===== config.mk =====
export PLATFORM = sky130hd
export DESIGN_NAME = mdu_ctrl
export DESIGN_NICKNAME = d
export VERILOG_FILES = /design/src/rtl/mdu_pkg.sv /design/src/rtl/mdu_step.sv /design/src/rtl/mdu_ctrl.sv
export SDC_FILE = /design/constraint.sdc
export NUM_CORES = 1
export LEC_CHECK = 0
export ABC_CLOCK_PERIOD_IN_PS = 8300
export CORE_AREA = 2 2 184 186
export CTS_CLUSTER_DIAMETER = 60
export DETAILED_ROUTE_END_ITERATION = 8
export DIE_AREA = 0 0 186 188
export GPL_TIMING_DRIVEN = 0
export PLACE_DENSITY_LB_ADDON = 0.2
export SYNTH_ARGS = -nofsm -noshare
export SYNTH_HDL_FRONTEND = slang
export SYNTH_HIERARCHICAL = 1
export SYNTH_SLANG_ARGS = --single-unit

===== constraint.sdc =====
create_clock -name clk -period 8.3 [get_ports clk]
set_input_delay 2.49 -clock clk [delete_from_list [all_inputs] [get_ports clk]]
set_output_delay 2.49 -clock clk [all_outputs]
set_load 0.01 [all_outputs]

===== src/rtl/mdu_pkg.sv =====
// mdu_pkg: shared operation/state encodings and constants for the
// multiply/divide unit (mdu_ctrl and mdu_step).
package mdu_pkg;

   localparam int MDU_WIDTH = 32;

   // Quotient reported for any divide by zero.
   localparam logic [MDU_WIDTH-1:0] MDU_DIV0_LO = 32'hFFFF_FFFF;

   typedef enum logic [2:0] {
      MDU_MULT  = 3'd0,
      MDU_MULTU = 3'd1,
      MDU_DIV   = 3'd2,
      MDU_DIVU  = 3'd3,
      MDU_MTHI  = 3'd4,
      MDU_MTLO  = 3'd5
   } mdu_op_e;

   typedef enum logic [1:0] {
      MDU_IDLE = 2'd0,
      MDU_CALC = 2'd1,
      MDU_FIN  = 2'd2
   } mdu_state_e;

endpackage


===== src/rtl/mdu_step.sv =====
// mdu_step: one combinational radix-2 iteration of the MDU datapath.
// Multiply: shift-add, accumulator = {partial product high, multiplier bits}.
// Divide:   restoring shift-subtract, accumulator = {remainder, quotient bits}.
module mdu_step
   import mdu_pkg::*;
#(
   parameter int WIDTH = MDU_WIDTH
) (
   input  logic [2*WIDTH-1:0] acc_i,
   input  logic [WIDTH-1:0]   operand_i,
   input  logic               div_i,
   output logic [2*WIDTH-1:0] acc_o,
   output logic               qbit_o
);

   logic [WIDTH:0] sum;
   logic [WIDTH:0] cand;
   logic [WIDTH:0] diff;

   // Compute both step variants and select by mode; quotient bit goes out
   // separately, the accumulator LSB is left free for it in divide mode.
   always_comb begin
      // NOTE: every variable assigned in always_comb gets a value on every
      // path (defaults first), otherwise a latch is inferred.
      acc_o  = '0;
      qbit_o = 1'b0;
      sum    = {1'b0, acc_i[2*WIDTH-1:WIDTH]} +
               {1'b0, ({WIDTH{acc_i[0]}} & operand_i)};
      cand   = acc_i[2*WIDTH-1:WIDTH-1];
      diff   = cand - {1'b0, operand_i};
      if (div_i) begin
         qbit_o = ~diff[WIDTH];
         acc_o  = {(qbit_o ? diff[WIDTH-1:0] : cand[WIDTH-1:0]),
                   acc_i[WIDTH-2:0], 1'b0};
      end else begin
         acc_o  = {sum, acc_i[WIDTH-1:1]};
      end
   end

endmodule


===== src/rtl/mdu_ctrl.sv =====
// mdu_ctrl: multi-cycle multiply/divide sequencer that owns HI/LO.
// IDLE -> CALC (ITER steps) -> FIN (sign fixup, HI/LO write) -> IDLE.
// Optional build macro MDU_FAST_MUL_EN: MULT/MULTU use a single-cycle
// product and go IDLE -> FIN directly; divide timing is unchanged.
module mdu_ctrl
   import mdu_pkg::*;
#(
   parameter int WIDTH = MDU_WIDTH,
   parameter int ITER  = WIDTH
) (
   input  logic             clk,
   input  logic             rst,
   input  logic             start_i,
   input  logic [2:0]       op_i,
   input  logic [WIDTH-1:0] op1_i,
   input  logic [WIDTH-1:0] op2_i,
   input  logic             rd_hilo_i,
   input  logic             flush_i,
   output logic             stall_o,
   output logic             busy_o,
   output logic             done_o,
   output logic [WIDTH-1:0] hi_o,
   output logic [WIDTH-1:0] lo_o
);

   localparam int CNT_W = (ITER > 1) ? $clog2(ITER) : 1;
   localparam logic [CNT_W-1:0] CNT_LOAD = CNT_W'(ITER - 1);
   localparam logic [WIDTH-1:0] DIV0_LO  =
      (WIDTH == MDU_WIDTH) ? MDU_DIV0_LO : {WIDTH{1'b1}};

   mdu_state_e         state_q, state_d;
   logic [CNT_W-1:0]   cnt_q, cnt_d;
   logic [2*WIDTH-1:0] acc_q, acc_d;
   logic [WIDTH-1:0]   opnd_q, opnd_d;
   logic [WIDTH-1:0]   op1_q, op1_d;
   logic               div_q, div_d;
   logic               sgn_q, sgn_d;
   logic               s1_q, s1_d;
   logic               s2_q, s2_d;
   logic               div0_q, div0_d;
   logic [WIDTH-1:0]   hi_q, hi_d;
   logic [WIDTH-1:0]   lo_q, lo_d;

   logic               op_signed;
   logic [WIDTH-1:0]   abs1, abs2;
   logic [2*WIDTH-1:0] prod_fix;
   logic [WIDTH-1:0]   quot_fix, rem_fix;
   logic [2*WIDTH-1:0] step_acc;
   logic               step_qbit;

   mdu_step #(.WIDTH(WIDTH)) u_step (
      .acc_i     (acc_q),
      .operand_i (opnd_q),
      .div_i     (div_q),
      .acc_o     (step_acc),
      .qbit_o    (step_qbit)
   );

   // Operand magnitudes for the incoming op and sign fixup of the finished one.
   always_comb begin
      op_signed = (op_i == MDU_MULT) || (op_i == MDU_DIV);
      abs1      = (op_signed && op1_i[WIDTH-1]) ? -op1_i : op1_i;
      abs2      = (op_signed && op2_i[WIDTH-1]) ? -op2_i : op2_i;
      prod_fix  = (sgn_q && (s1_q ^ s2_q)) ? -acc_q : acc_q;
      quot_fix  = (sgn_q && (s1_q ^ s2_q)) ? -acc_q[WIDTH-1:0] : acc_q[WIDTH-1:0];
      rem_fix   = (sgn_q && s1_q) ? -acc_q[2*WIDTH-1:WIDTH] : acc_q[2*WIDTH-1:WIDTH];
   end

   // Next-state and datapath: accept ops in IDLE, iterate in CALC, write in FIN.
   always_comb begin
      state_d = state_q;
      cnt_d   = cnt_q;
      acc_d   = acc_q;
      opnd_d  = opnd_q;
      op1_d   = op1_q;
      div_d   = div_q;
      sgn_d   = sgn_q;
      s1_d    = s1_q;
      s2_d    = s2_q;
      div0_d  = div0_q;
      hi_d    = hi_q;
      lo_d    = lo_q;
      case (state_q)
         MDU_IDLE: begin
            if (start_i && !flush_i) begin
               case (op_i)
                  MDU_MULT, MDU_MULTU, MDU_DIV, MDU_DIVU: begin
                     div_d  = op_i[1];
                     sgn_d  = op_signed;
                     s1_d   = op_signed & op1_i[WIDTH-1];
                     s2_d   = op_signed & op2_i[WIDTH-1];
                     div0_d = (op2_i == '0);
                     op1_d  = op1_i;
                     cnt_d  = CNT_LOAD;
                     state_d = MDU_CALC;
                     if (op_i[1]) begin
                        acc_d  = {{WIDTH{1'b0}}, abs1};
                        opnd_d = abs2;
                     end else begin
`ifdef MDU_FAST_MUL_EN
                        acc_d   = {{WIDTH{1'b0}}, abs1} * {{WIDTH{1'b0}}, abs2};
                        opnd_d  = abs1;
                        state_d = MDU_FIN;
`else
                        acc_d  = {{WIDTH{1'b0}}, abs2};
                        opnd_d = abs1;
`endif
                     end
                  end
                  MDU_MTHI: hi_d = op1_i;
                  MDU_MTLO: lo_d = op1_i;
                  default: ;
               endcase
            end
         end
         MDU_CALC: begin
            if (flush_i) begin
               state_d = MDU_IDLE;
            end else begin
               acc_d = {step_acc[2*WIDTH-1:1], (div_q ? step_qbit : step_acc[0])};
               if (cnt_q == '0) begin
                  state_d = MDU_FIN;
               end else begin
                  cnt_d = cnt_q - 1'b1;
               end
            end
         end
         MDU_FIN: begin
            state_d = MDU_IDLE;
            if (!flush_i) begin
               if (!div_q) begin
                  hi_d = prod_fix[2*WIDTH-1:WIDTH];
                  lo_d = prod_fix[WIDTH-1:0];
               end else if (div0_q) begin
                  hi_d = op1_q;
                  lo_d = DIV0_LO;
               end else begin
                  hi_d = rem_fix;
                  lo_d = quot_fix;
               end
            end
         end
         default: state_d = MDU_IDLE;
      endcase
   end

   // State register with synchronous active-low reset; reset discards any op.
   always_ff @(posedge clk) begin
      // NOTE: sequential state uses non-blocking assignments only, so every
      // flop samples the pre-edge values regardless of statement order.
      if (!rst) begin
         state_q <= MDU_IDLE;
         cnt_q   <= '0;
         acc_q   <= '0;
         opnd_q  <= '0;
         op1_q   <= '0;
         div_q   <= 1'b0;
         sgn_q   <= 1'b0;
         s1_q    <= 1'b0;
         s2_q    <= 1'b0;
         div0_q  <= 1'b0;
         hi_q    <= '0;
         lo_q    <= '0;
      end else begin
         state_q <= state_d;
         cnt_q   <= cnt_d;
         acc_q   <= acc_d;
         opnd_q  <= opnd_d;
         op1_q   <= op1_d;
         div_q   <= div_d;
         sgn_q   <= sgn_d;
         s1_q    <= s1_d;
         s2_q    <= s2_d;
         div0_q  <= div0_d;
         hi_q    <= hi_d;
         lo_q    <= lo_d;
      end
   end

   assign busy_o  = (state_q != MDU_IDLE);
   assign done_o  = (state_q == MDU_FIN) && !flush_i;
   assign stall_o = busy_o & (start_i | rd_hilo_i);
   assign hi_o    = hi_q;
   assign lo_o    = lo_q;

endmodule


==> impl_metrics.prom <==
# TYPE chip_impl_metric gauge
chip_impl_info{name="synth.largest_area_cell",value="sky130_fd_sc_hd__dfxtp_1"} 1
chip_impl_metric{name="worst-slew-pin-transition",unit="ns"} 1.370
chip_impl_metric{name="report.power.total",unit="µW"} 3141
chip_impl_info{name="critPathTopFamily",value="buffers and inverters"} 1
chip_impl_info{name="setup.worst_path.start_class",value="primary input"} 1
chip_impl_metric{name="slew_headroom",unit=""} 0.07818
chip_impl_metric{name="antenna_found_initial",unit=""} 6
chip_impl_info{name="crit-reg2reg-capture",value="acc_q[61]"} 1
chip_impl_metric{name="die_w",unit="µm"} 186
chip_impl_metric{name="worstPathBufferInverterCount",unit=""} 4
chip_impl_info{name="crit_slowest_cell",value="sky130_fd_sc_hd__clkbuf_1"} 1
chip_impl_metric{name="cts.sink_count",unit=""} 204
chip_impl_info{name="regToRegStartpoint",value="acc_q[31]"} 1
chip_impl_metric{name="avgViaCountPerCell",unit=""} 7.039
chip_impl_metric{name="routed_wire_length_per_instance",unit="µm"} 27.96
chip_impl_metric{name="synth.cell_area",unit="µm²"} 18000
chip_impl_metric{name="post_dp_cell_area",unit="µm²"} 19840
chip_impl_info{name="run_status",value="finished clean"} 1
chip_impl_info{name="maxUsedRoutingLayer",value="met5"} 1
chip_impl_info{name="endpoint_kind",value="output pin"} 1
chip_impl_metric{name="timing_hold_violations_final",unit=""} 0
chip_impl_metric{name="routed-wl-met3",unit="mm"} 12.05
chip_impl_metric{name="hold_slack",unit="ns"} 0.4646
chip_impl_metric{name="cts-hold-fix-buffers",unit=""} 0
chip_impl_metric{name="placementRows",unit=""} 67
chip_impl_metric{name="antenna_violating_nets_post_route",unit=""} 0
chip_impl_metric{name="nFillCells",unit=""} 3013
chip_impl_info{name="synth_most_common_cell",value="sky130_fd_sc_hd__nand2_1"} 1
chip_impl_metric{name="drt-met1-wl",unit="mm"} 31.41
chip_impl_info{name="ys_dominant_reg_cell",value="sky130_fd_sc_hd__dfxtp_1"} 1
chip_impl_metric{name="pin_count_of_the_biggest_net_entering_global_routing",unit=""} 15
chip_impl_metric{name="layout-drive-gt1-share",unit=""} 0.05289
chip_impl_info{name="post_synth_most_frequent_cells",value="sky130_fd_sc_hd__nand2_1 (310), sky130_fd_sc_hd__dfxtp_1 (204), sky130_fd_sc_hd__clkbuf_1 (154)"} 1
chip_impl_metric{name="vias_in_the_first_global_route",unit=""} 20159
chip_impl_metric{name="worstRegToRegCells",unit=""} 14
chip_impl_info{name="critical_path_s_most_frequent_cell",value="sky130_fd_sc_hd__clkdlybuf4s50_1"} 1
chip_impl_metric{name="power_per_cell_area",unit="nW/µm²"} 150.4
chip_impl_metric{name="final-setup-viol-count",unit=""} 0
chip_impl_metric{name="synthesis_stage_register_bit_count",unit=""} 204
chip_impl_metric{name="wirelength",unit="mm"} 85.51
chip_impl_metric{name="critical_path_peak_fanout",unit=""} 10
chip_impl_metric{name="drt-pass1-iter-count",unit=""} 6
chip_impl_metric{name="cts_resized",unit=""} 0
chip_impl_metric{name="max_stage_delay",unit="ns"} 0.60
chip_impl_metric{name="ys_types",unit=""} 85
chip_impl_metric{name="clkTransAtPathRegs",unit="ns"} 0.06
chip_impl_info{name="unrepaired_setup_endpoints_after_global_routing",value="false"} 1
chip_impl_metric{name="h-tree-depth",unit=""} 1
chip_impl_metric{name="number_of_placed_cells_counting_well_taps",unit=""} 3008
chip_impl_metric{name="grt_total_ovfl",unit=""} 0
chip_impl_metric{name="final.setup.tns",unit="ns"} 0
chip_impl_metric{name="post-route-min-period",unit="ns"} 7.185
chip_impl_metric{name="initial_utilization",unit=""} 0.5437
chip_impl_metric{name="share_of_async_settable_or_async_resettable_flops_after_synthesis",unit=""} 0
chip_impl_metric{name="route.detailed.drc",unit=""} 0
chip_impl_metric{name="vdd_ir_drop_max",unit="mV"} 0.1814
chip_impl_metric{name="finClkSkew",unit="ns"} 0.02783
chip_impl_metric{name="cp.arrival",unit="ns"} 4.70
chip_impl_metric{name="layout.cell_area.non_filler",unit="µm²"} 20890
chip_impl_metric{name="area_growth_syn_to_layout",unit="%"} 16.03
chip_impl_metric{name="hold_path_depth",unit=""} 2
chip_impl_metric{name="cts_setup_buffers",unit=""} 0
chip_impl_metric{name="post_synth.cell_area_avg",unit="µm²"} 7.402
chip_impl_metric{name="final_nets",unit=""} 2733
chip_impl_metric{name="synth_top_cell_area_share",unit=""} 0.2269
chip_impl_metric{name="worstPathRequired",unit="ns"} 5.81
chip_impl_metric{name="dp_hpwl",unit="mm"} 66.18
chip_impl_metric{name="routabilityCongestion",unit=""} 1.073
chip_impl_metric{name="worst_skew_pair.late_latency",unit="ns"} 0.58
chip_impl_metric{name="synth_edf_count",unit=""} 0
chip_impl_metric{name="maximum_clock_frequency",unit="MHz"} 139.2
chip_impl_info{name="cts-root-buf",value="sky130_fd_sc_hd__clkbuf_16"} 1
chip_impl_metric{name="cell_count_final_fillers_out",unit=""} 3058
chip_impl_metric{name="drv.max_cap_violation_count",unit=""} 0
chip_impl_metric{name="reg2reg_setup_slack",unit="ns"} 3.02
chip_impl_info{name="cts_tree",value="built"} 1
chip_impl_metric{name="postSynthNetCount",unit=""} 2576
chip_impl_info{name="hold_path_class",value="flip-flop to flip-flop"} 1
chip_impl_info{name="worst_setup_path_startpoint",value="flush_i"} 1
chip_impl_metric{name="grt_util_all_layers",unit=""} 0.4787
chip_impl_metric{name="pin_count",unit=""} 139
chip_impl_metric{name="clock_path_buffers",unit=""} 3
chip_impl_metric{name="route.vias.total",unit=""} 21526
chip_impl_metric{name="die_h",unit="µm"} 188
chip_impl_metric{name="post-route-period-util",unit=""} 0.8657
chip_impl_info{name="setup.worst_path.class",value="primary input to output pin"} 1
chip_impl_metric{name="coreArea",unit="µm²"} 33110
chip_impl_metric{name="synth-warning-count",unit=""} 6
chip_impl_info{name="crit_chain",value="clkdlybuf4s50_1 -> clkbuf_1 -> nand2b_1 -> inv_1 -> clkdlybuf4s50_1"} 1
chip_impl_metric{name="timing.final.max_slew_violations",unit=""} 0
chip_impl_metric{name="postSynthCellCount",unit=""} 2432
chip_impl_metric{name="grt_pass1_wl",unit="mm"} 125.0
chip_impl_metric{name="power.leakage",unit="µW"} 0.007742
chip_impl_metric{name="ys_seq_area_frac",unit=""} 0.2269
chip_impl_info{name="timing.hold.worst.start",value="lo_o[20]"} 1
chip_impl_info{name="worst_hold_path.endpoint",value="lo_o[20]"} 1
chip_impl_info{name="synth.area.top_cells",value="sky130_fd_sc_hd__dfxtp_1 (23%), sky130_fd_sc_hd__nand2_1 (6.5%), sky130_fd_sc_hd__ha_1 (4.9%)"} 1
chip_impl_metric{name="dr_wl_met2",unit="mm"} 35.27
chip_impl_metric{name="die_area",unit="µm²"} 34970
chip_impl_metric{name="portBuffers",unit=""} 128
chip_impl_metric{name="drt_iter0_markers",unit=""} 2847
chip_impl_metric{name="cts_made_buffers",unit=""} 27
sequential cells by signal, indices dropped and copies added (netlist names):
signal,count
s2_q,1
op1_q,32
div_q,1
opnd_q,32
hi_o,32
acc_q,64
sgn_q,1
state_q,2
s1_q,1
cnt_q,5
lo_o,32
div0_q,1
worst register-to-register path, stage by stage (launching register included):
cell and delay (ns):
sky130_fd_sc_hd__dfxtp_1 0.48, sky130_fd_sc_hd__inv_1 0.15, sky130_fd_sc_hd__ha_1 0.26, sky130_fd_sc_hd__fa_1 0.41, sky130_fd_sc_hd__nor2b_1 0.18, sky130_fd_sc_hd__o2111ai_1 0.20
sky130_fd_sc_hd__a2111oi_0 1.09, sky130_fd_sc_hd__or3_1 0.27, sky130_fd_sc_hd__a21oi_1 0.11, sky130_fd_sc_hd__a311oi_4 0.73, sky130_fd_sc_hd__buf_6 0.30, sky130_fd_sc_hd__mux2i_1 0.51
sky130_fd_sc_hd__o221ai_1 0.24, sky130_fd_sc_hd__nand3_1 0.10, sky130_fd_sc_hd__a21boi_0 0.09
layer usage:
metal | global-route usage | vias to the layer above
met4 | 0.3159 | 8
li1 | - | 9286
met5 | 0 | -
met1 | 0.6037 | 9944
met3 | 0.1412 | 461
met2 | 0.7033 | 1827
stage by stage:
step                setup slack (ns)    util
finish                         1.115  0.6308
global route                   1.134  0.6308
CTS                            1.232  0.6306
detailed placement             1.238  0.5993
global placement               1.229  0.5993
floorplan                      2.780       -
kinds of logic after synthesis:
| logic type | count (synthesis) | share of synthesized area |
|---|---|---|
| AO/OA/AOI/OAI | 772 | 0.2958 |
| XOR/XNOR | 153 | 0.07444 |
| buffers and inverters | 256 | 0.05505 |
| multiplexers | 92 | 0.05379 |
| adder cells (fa/ha/maj) | 72 | 0.05088 |
| flip-flops | 204 | 0.2269 |
| AND/OR/NAND/NOR | 883 | 0.2432 |
cell type report:
type / count / area, µm² / area share
Clock inverter: 15 / 284.0 / 0.01360
Timing Repair Buffer: 128 / 1281 / 0.06134
Tap cell: 448 / 560.5 / 0.02683
Clock buffer: 34 / 752.0 / 0.03600
Inverter: 71 / 266.5 / 0.01276
Antenna cell: 1 / 2.502 / 0.0001198
Buffer: 185 / 724.4 / 0.03468
Sequential cell: 204 / 4084 / 0.1955
Multi-Input combinational cell: 1972 / 12930 / 0.6192
power breakdown:
part | internal (µW) | switching [µW] | leakage (µW)
Combinational | 245 | 445 | 0.00559
Sequential | 1010 | 56.9 | 0.00165
Clock | 863 | 520 | 0.000497
Total | 2120 | 1020 | 0.00774
worst max path at each step:
stage | end | slack (ns) | cells past startpoint
after floorplan | done_o | 2.78 | 3
after global placement | done_o | 1.23 | 5
after detailed placement | done_o | 1.24 | 5
after CTS | done_o | 1.23 | 5
after global routing | done_o | 1.13 | 5
final | done_o | 1.11 | 5
cells in the final DEF (no fill, tap or decap), types with 9 or more instances in the layout:
cell type	instances
sky130_fd_sc_hd__nor2b_1	25
sky130_fd_sc_hd__a22o_1	9
sky130_fd_sc_hd__o22ai_1	19
sky130_fd_sc_hd__ha_1	70
sky130_fd_sc_hd__o211ai_1	29
sky130_fd_sc_hd__clkbuf_1	156
sky130_fd_sc_hd__nand2b_1	20
sky130_fd_sc_hd__nand2_1	310
sky130_fd_sc_hd__nor4_1	33
sky130_fd_sc_hd__a21oi_1	148
sky130_fd_sc_hd__inv_1	71
sky130_fd_sc_hd__a221oi_1	18
sky130_fd_sc_hd__xor2_1	57
sky130_fd_sc_hd__mux2i_1	54
sky130_fd_sc_hd__nand4_1	16
sky130_fd_sc_hd__buf_1	19
sky130_fd_sc_hd__o41ai_1	21
sky130_fd_sc_hd__xnor2_1	96
sky130_fd_sc_hd__or3_1	33
sky130_fd_sc_hd__a31oi_1	29
sky130_fd_sc_hd__a211oi_1	25
sky130_fd_sc_hd__and2_1	45
sky130_fd_sc_hd__o31ai_1	40
sky130_fd_sc_hd__clkdlybuf4s50_1	128
sky130_fd_sc_hd__dfxtp_1	204
sky130_fd_sc_hd__nor3_1	53
sky130_fd_sc_hd__or4_1	16
sky130_fd_sc_hd__mux2_2	38
sky130_fd_sc_hd__a21boi_0	104
sky130_fd_sc_hd__or2_2	10
sky130_fd_sc_hd__o211a_1	9
sky130_fd_sc_hd__nand3_1	104
sky130_fd_sc_hd__nor2_1	150
sky130_fd_sc_hd__a211o_1	11
sky130_fd_sc_hd__a21o_1	38
sky130_fd_sc_hd__o21ai_0	134
sky130_fd_sc_hd__o221ai_1	39
sky130_fd_sc_hd__clkbuf_16	27
sky130_fd_sc_hd__and3_1	14
sky130_fd_sc_hd__o21a_1	18
Note: power is estimated with default switching activity, not from simulation.
